### config.mk
export PLATFORM = sky130hd
export DESIGN_NAME = regfile_mp
export DESIGN_NICKNAME = d
export VERILOG_FILES = /design/src/rtl/regfile_mp.sv
export SDC_FILE = /design/constraint.sdc
export NUM_CORES = 2
export LEC_CHECK = 0
export BUFFER_PORTS_ARGS = -buffer_cell sky130_fd_sc_hd__buf_2
export CORE_MARGIN = 2
export CORE_UTILIZATION = 63
export CTS_CLUSTER_DIAMETER = 200
export DETAILED_ROUTE_END_ITERATION = 10
export PLACE_DENSITY = 0.82
export SLEW_MARGIN = 15
export SYNTH_ARGS = -nofsm -noshare
export SYNTH_HDL_FRONTEND = slang
export SYNTH_SLANG_ARGS = --single-unit
### constraint.sdc
create_clock -name clk -period 3.05 [get_ports clk]
set_input_delay 0.61 -clock clk [delete_from_list [all_inputs] [get_ports clk]]
set_output_delay 0.61 -clock clk [all_outputs]
set_load 0.02 [all_outputs]
### src/rtl/regfile_mp.sv
// rtl/regfile_mp.sv - multi-port register file with PC alias and pending-write scoreboard
//
// Purpose: NREGS = 2**ADDR_W - 1 general registers. Index 2**ADDR_W - 1 is the PC alias,
//          which reads r15 and ignores writes and issues. Three combinational read ports and
//          two write ports are provided. A per-register pending bit marks destinations of
//          multicycle ops that have been issued but not yet written back.
// Optional feature: define REGFILE_BYPASS_EN to forward same-cycle write data to the read
//          ports and to mask busy for registers being written without a same-cycle re-issue.
// Ports:
//   clk, reset_n          clock (rising edge), asynchronous active-low reset
//   ra1..ra3 / rd1..rd3   read addresses / combinational read data
//   busy1..busy3          read register has a pending write (0 for the PC alias)
//   we3, wa3, wd3         primary write port (wins when both ports hit one register)
//   we4, wa4, wd4         secondary write port (long-multiply high half)
//   r15                   PC+8 value returned for the alias index
//   iss_valid, iss_wa     issue of a multicycle op, destination marked pending
//   iss_long, iss_wa4     also mark a second destination pending
//   pend_any              OR of all registered pending bits
module regfile_mp #(
    parameter int DATA_W = 32,
    parameter int ADDR_W = 4
) (
    input  logic              clk,
    input  logic              reset_n,
    input  logic [ADDR_W-1:0] ra1,
    input  logic [ADDR_W-1:0] ra2,
    input  logic [ADDR_W-1:0] ra3,
    output logic [DATA_W-1:0] rd1,
    output logic [DATA_W-1:0] rd2,
    output logic [DATA_W-1:0] rd3,
    output logic              busy1,
    output logic              busy2,
    output logic              busy3,
    input  logic              we3,
    input  logic [ADDR_W-1:0] wa3,
    input  logic [DATA_W-1:0] wd3,
    input  logic              we4,
    input  logic [ADDR_W-1:0] wa4,
    input  logic [DATA_W-1:0] wd4,
    input  logic [DATA_W-1:0] r15,
    input  logic              iss_valid,
    input  logic [ADDR_W-1:0] iss_wa,
    input  logic              iss_long,
    input  logic [ADDR_W-1:0] iss_wa4,
    output logic              pend_any
);

    localparam int NREGS = (2 ** ADDR_W) - 1;
    localparam logic [ADDR_W-1:0] PC_IDX = '1;

    logic [DATA_W-1:0] regs [NREGS];
    logic [NREGS-1:0]  pending;
    logic [NREGS-1:0]  pend_nxt;
    logic [NREGS-1:0]  wr_hit;
    logic [NREGS-1:0]  iss_hit;

    logic [ADDR_W-1:0] ra_v   [3];
    logic [DATA_W-1:0] rd_v   [3];
    logic              busy_v [3];

    assign ra_v[0] = ra1;
    assign ra_v[1] = ra2;
    assign ra_v[2] = ra3;
    assign rd1     = rd_v[0];
    assign rd2     = rd_v[1];
    assign rd3     = rd_v[2];
    assign busy1   = busy_v[0];
    assign busy2   = busy_v[1];
    assign busy3   = busy_v[2];

    assign pend_any = |pending;

    // Per-register write and issue decode. The alias index never matches a physical
    // register, so alias writes and issues fall out with no extra logic.
    always_comb begin
        wr_hit  = '0;
        iss_hit = '0;
        for (int i = 0; i < NREGS; i++) begin
            wr_hit[i]  = (we3 && (wa3 == ADDR_W'(i))) || (we4 && (wa4 == ADDR_W'(i)));
            iss_hit[i] = iss_valid &&
                         ((iss_wa == ADDR_W'(i)) || (iss_long && (iss_wa4 == ADDR_W'(i))));
        end
        // Issue beats writeback so a re-issued register stays pending.
        pend_nxt = iss_hit | (pending & ~wr_hit);
    end

    always_ff @(posedge clk or negedge reset_n) begin
        if (!reset_n) begin
            for (int i = 0; i < NREGS; i++) begin
                regs[i] <= '0;
            end
            pending <= '0;
        end else begin
            for (int i = 0; i < NREGS; i++) begin
                if (we3 && (wa3 == ADDR_W'(i))) begin
                    regs[i] <= wd3;
                end else if (we4 && (wa4 == ADDR_W'(i))) begin
                    regs[i] <= wd4;
                end
            end
            pending <= pend_nxt;
        end
    end

    always_comb begin
        for (int p = 0; p < 3; p++) begin
            rd_v[p]   = '0;
            busy_v[p] = 1'b0;
            if (ra_v[p] == PC_IDX) begin
                rd_v[p] = r15;
            end else begin
                rd_v[p]   = regs[ra_v[p]];
                busy_v[p] = pending[ra_v[p]];
`ifdef REGFILE_BYPASS_EN
                if (we3 && (wa3 == ra_v[p])) begin
                    rd_v[p] = wd3;
                end else if (we4 && (wa4 == ra_v[p])) begin
                    rd_v[p] = wd4;
                end
                if (wr_hit[ra_v[p]] && !iss_hit[ra_v[p]]) begin
                    busy_v[p] = 1'b0;
                end
`endif
            end
        end
    end

endmodule

==> results.json <==
{
  "first_pass_drt_iterations": 8,
  "sequential_area_share_after_synthesis_pct": 34.7,
  "ioPinCount": 230,
  "wl_per_cell_um": 29.5,
  "yosys.area.top_type_share_pct": 34.7,
  "layout.nets": 3656,
  "avgSynthCellArea_um2": 10.4,
  "place.gp.congestion": 0.946,
  "worstMarginPinSlew_ps": 931,
  "fillCellCount": 3848,
  "minimum_clock_period_after_layout_ps": 2990,
  "power.share.sequential_pct": 40.8,
  "die_width_um": 242,
  "cts_htree_levels": 2,
  "yosys.cell_types.count": 44,
  "route.vias.total": 32476,
  "ys_ff_latch": 495,
  "leakagePower_uw": 0.0171,
  "grt_pass1_wl_um": 194000,
  "worst_ir_drop_vdd_mv": 0.479,
  "synth_nets": 3568,
  "start_util_pct": 63.5,
  "place_hpwl_um": 79800,
  "power.combinational.fraction_pct": 31.8,
  "final_antenna_net_count": 0,
  "setup.worst_path.start_class": "input pin",
  "internal_power_uw": 16300,
  "die_height_um": 242,
  "antenna_violations_before_repair": 16,
  "cts_root_buf": "sky130_fd_sc_hd__clkbuf_16",
  "power.density_mw_per_mm2": 623,
  "critPathLaunch": "ra2[0]",
  "synthToLayoutAreaGrowth_pct": 12.2,
  "first_global_vias": 32073,
  "netlist_area_pre_place_mm2": 0.0357,
  "tns_ps": 0,
  "share_of_the_cycle_needed_by_the_critical_path_after_routing_pct": 98.1,
  "maxSlewHeadroom_pct": 38.0,
  "critical_path_capture_point_type": "primary output",
  "netSwitchingPower_uw": 8590,
  "dieArea_mm2": 0.0586,
  "multiInputGateArea_mm2": 0.0216,
  "worstPathArrival_ps": 2380,
  "worst_skew_pair.late_latency_ps": 640,
  "grt-ovfl-total": 0,
  "place.port_buffers": 229,
  "max_freq_mhz": 334,
  "ys_top_cells_by_area": "sky130_fd_sc_hd__dfrtp_1 35%, sky130_fd_sc_hd__mux4_2 19%, sky130_fd_sc_hd__mux2i_1 17%",
  "cp_max_fo": 16,
  "clock_net_sink_count": 495,
  "report.final.setup_viol": 0,
  "drive_gt1_share_pct": 25.2,
  "maximum_number_of_pins_on_one_net_before_global_route_repair": 77,
  "drt-initial-drc-count": 5682,
  "final-hold-violation-count": 0,
  "layout.area.seq_mm2": 0.0124,
  "hp-class": "input pin to flip-flop",
  "tritoncts.num_buffers": 57,
  "route.detailed.drc": 0,
  "clkSlewWorstSetupHoldPaths_ps": 60,
  "power.share.clock_pct": 27.4,
  "design.core.area_mm2": 0.0562,
  "outcome": "completed",
  "utilization_pct": 71.3,
  "worst_ep_required_time_ps": 2440,
  "detail_route.vias_per_cell": 7.49,
  "crit_type": "input pin to primary output",
  "rsz_0062_raised_after_global_routing": "false",
  "worst_r2r_startpoint": "regs[54]$_DFFE_PN0P_",
  "p_sw_share_pct": 34.5,
  "wirelength_um": 128000,
  "synthesis.yosys.warnings": 0,
  "cts.path.max_buffers": 3,
  "finalClockSkew_ps": 0,
  "number_of_standard_cell_rows_in_the_floorplan": 87,
  "synth_largest_area_cell": "sky130_fd_sc_hd__dfrtp_1",
  "postSynthCellCount": 3438,
  "max_cap_violations": 0,
  "slew_viol_final": 0,
  "hold_path_startpoint": "wd3[28]",
  "grtUsageTotal_pct": 43.1,
  "cts_tree": "done"
}
power by group through the flow:
stage	logic, uW	registers (uW)	clock network (uW)
3_3_place_gp	7460	9920	0
2_1_floorplan	5860	9430	0
3_5_place_dp	7740	10100	0
6_report	7940	10200	6830
4_1_cts	7800	10000	6810
5_1_grt	8440	10300	7100
layout by cell type, fill, tap and decap left out, types with 48 or more instances in the layout:
cell                        netlist  layout
sky130_fd_sc_hd__buf_12           0      52
sky130_fd_sc_hd__o22ai_1        104     103
sky130_fd_sc_hd__buf_4           54     133
sky130_fd_sc_hd__o21ai_0        302     302
sky130_fd_sc_hd__mux4_2         305     305
sky130_fd_sc_hd__buf_2          102     217
sky130_fd_sc_hd__dfrtp_1        495     495
sky130_fd_sc_hd__clkbuf_16        0      59
sky130_fd_sc_hd__a211o_1         48      48
sky130_fd_sc_hd__mux2_2          61      61
sky130_fd_sc_hd__nor2_1         365     364
sky130_fd_sc_hd__a21oi_1        330     330
sky130_fd_sc_hd__nand2_1        246     238
sky130_fd_sc_hd__mux2i_1        598     598
per-layer routing:
layer / routed length [um] / track usage, %
met2: 54800 / 61.6
met1: 43600 / 56.9
met4: 8650 / 25.9
met3: 20700 / 15.1
met5: 86 / 0
what timing repair did:
item	CTS	global route
hold endpoints to repair	7	0
gates resized for setup	0	1
hold buffers	1	0
setup buffers	0	0
setup endpoints to repair	0	1
per-stage QoR:
step	instance area [um2]	hold slack, ps	worst slack, ps	power [uW]	std cells
2_1_floorplan	35700	314	411	15300	3438
3_3_place_gp	38200	555	39.8	17400	4222
3_5_place_dp	38200	569	56.5	17800	4222
4_1_cts	40000	341	20.1	24600	4326
5_1_grt	40000	364	11.6	25800	4330
6_report	40000	360	59.2	24900	4334
sequential cells by signal, summed over array words and instances, names as in the netlist:
register	flops
pending	15
regs	480
cells by family (layout without fill, tap and decap cells):
group	Yosys count	count (layout)	share of synthesized area (%)
AO/OA/AOI/OAI	894	894	14.2
flip-flops	495	495	34.7
buffers and inverters	400	532	5.33
other	0	8	0
multiplexers	964	964	37.9
AND/OR/NAND/NOR	685	685	7.78
critical path, cell delays in order:
cell	delay, ps
sky130_fd_sc_hd__clkbuf_8	240
sky130_fd_sc_hd__buf_12	220
sky130_fd_sc_hd__buf_4	280
sky130_fd_sc_hd__mux4_2	540
sky130_fd_sc_hd__mux2i_1	150
sky130_fd_sc_hd__o21ai_0	110
sky130_fd_sc_hd__buf_2	200
cells in the mapped netlist (all sizes together):
| cell | count |
|---|---|
| mux2i | 598 |
| dfrtp | 495 |
| nor2 | 372 |
| a21oi | 330 |
| o21ai | 317 |
| mux4 | 305 |
| nand2 | 246 |
| clkbuf | 204 |
| buf | 179 |
| o22ai | 104 |
| mux2 | 61 |
| a211o | 48 |
| a21o | 26 |
| o211ai | 22 |
| inv | 17 |
| o221ai | 15 |
| nand2b | 14 |
| nor2b | 14 |
| a2bb2oi | 13 |
| a211oi | 8 |
| and2 | 5 |
| nand3 | 5 |
| nand3b | 5 |
| a32o | 4 |
| nand4 | 4 |
| o211a | 4 |
| and4 | 3 |
| nor4 | 3 |
| or2 | 3 |
| and3 | 2 |
| and3b | 2 |
| nor3 | 2 |
| nor3b | 2 |
| o2bb2ai | 2 |
| or3 | 2 |
| a31oi | 1 |
| or3b | 1 |
worst paths after layout:
kind	endpoint	slack, ps	cells after the start
hold reg to reg	regs[288]$_DFFE_PN0P_	580	2
setup reg to reg	regs[54]$_DFFE_PN0P_	2140	4
hold / removal	regs[412]$_DFFE_PN0P_	360	3
setup / recovery	rd2[15]	60	7
min in group asynchronous	pending[0]$_DFF_PN0_	530	2
max in group asynchronous	regs[226]$_DFFE_PN0P_	1490	4
final cells by class:
| cell class | instances | area share [%] |
|---|---|---|
| Multi-Input combinational cell | 2543 | 53.9 |
| Sequential cell | 495 | 30.9 |
| Timing Repair Buffer | 412 | 8.11 |
| Clock buffer | 92 | 4.32 |
| Tap cell | 756 | 2.36 |
| Clock inverter | 11 | 0.209 |
| Inverter | 17 | 0.159 |
| Antenna cell | 8 | 0.0500 |
Note: power is estimated with default switching activity, not from simulation.
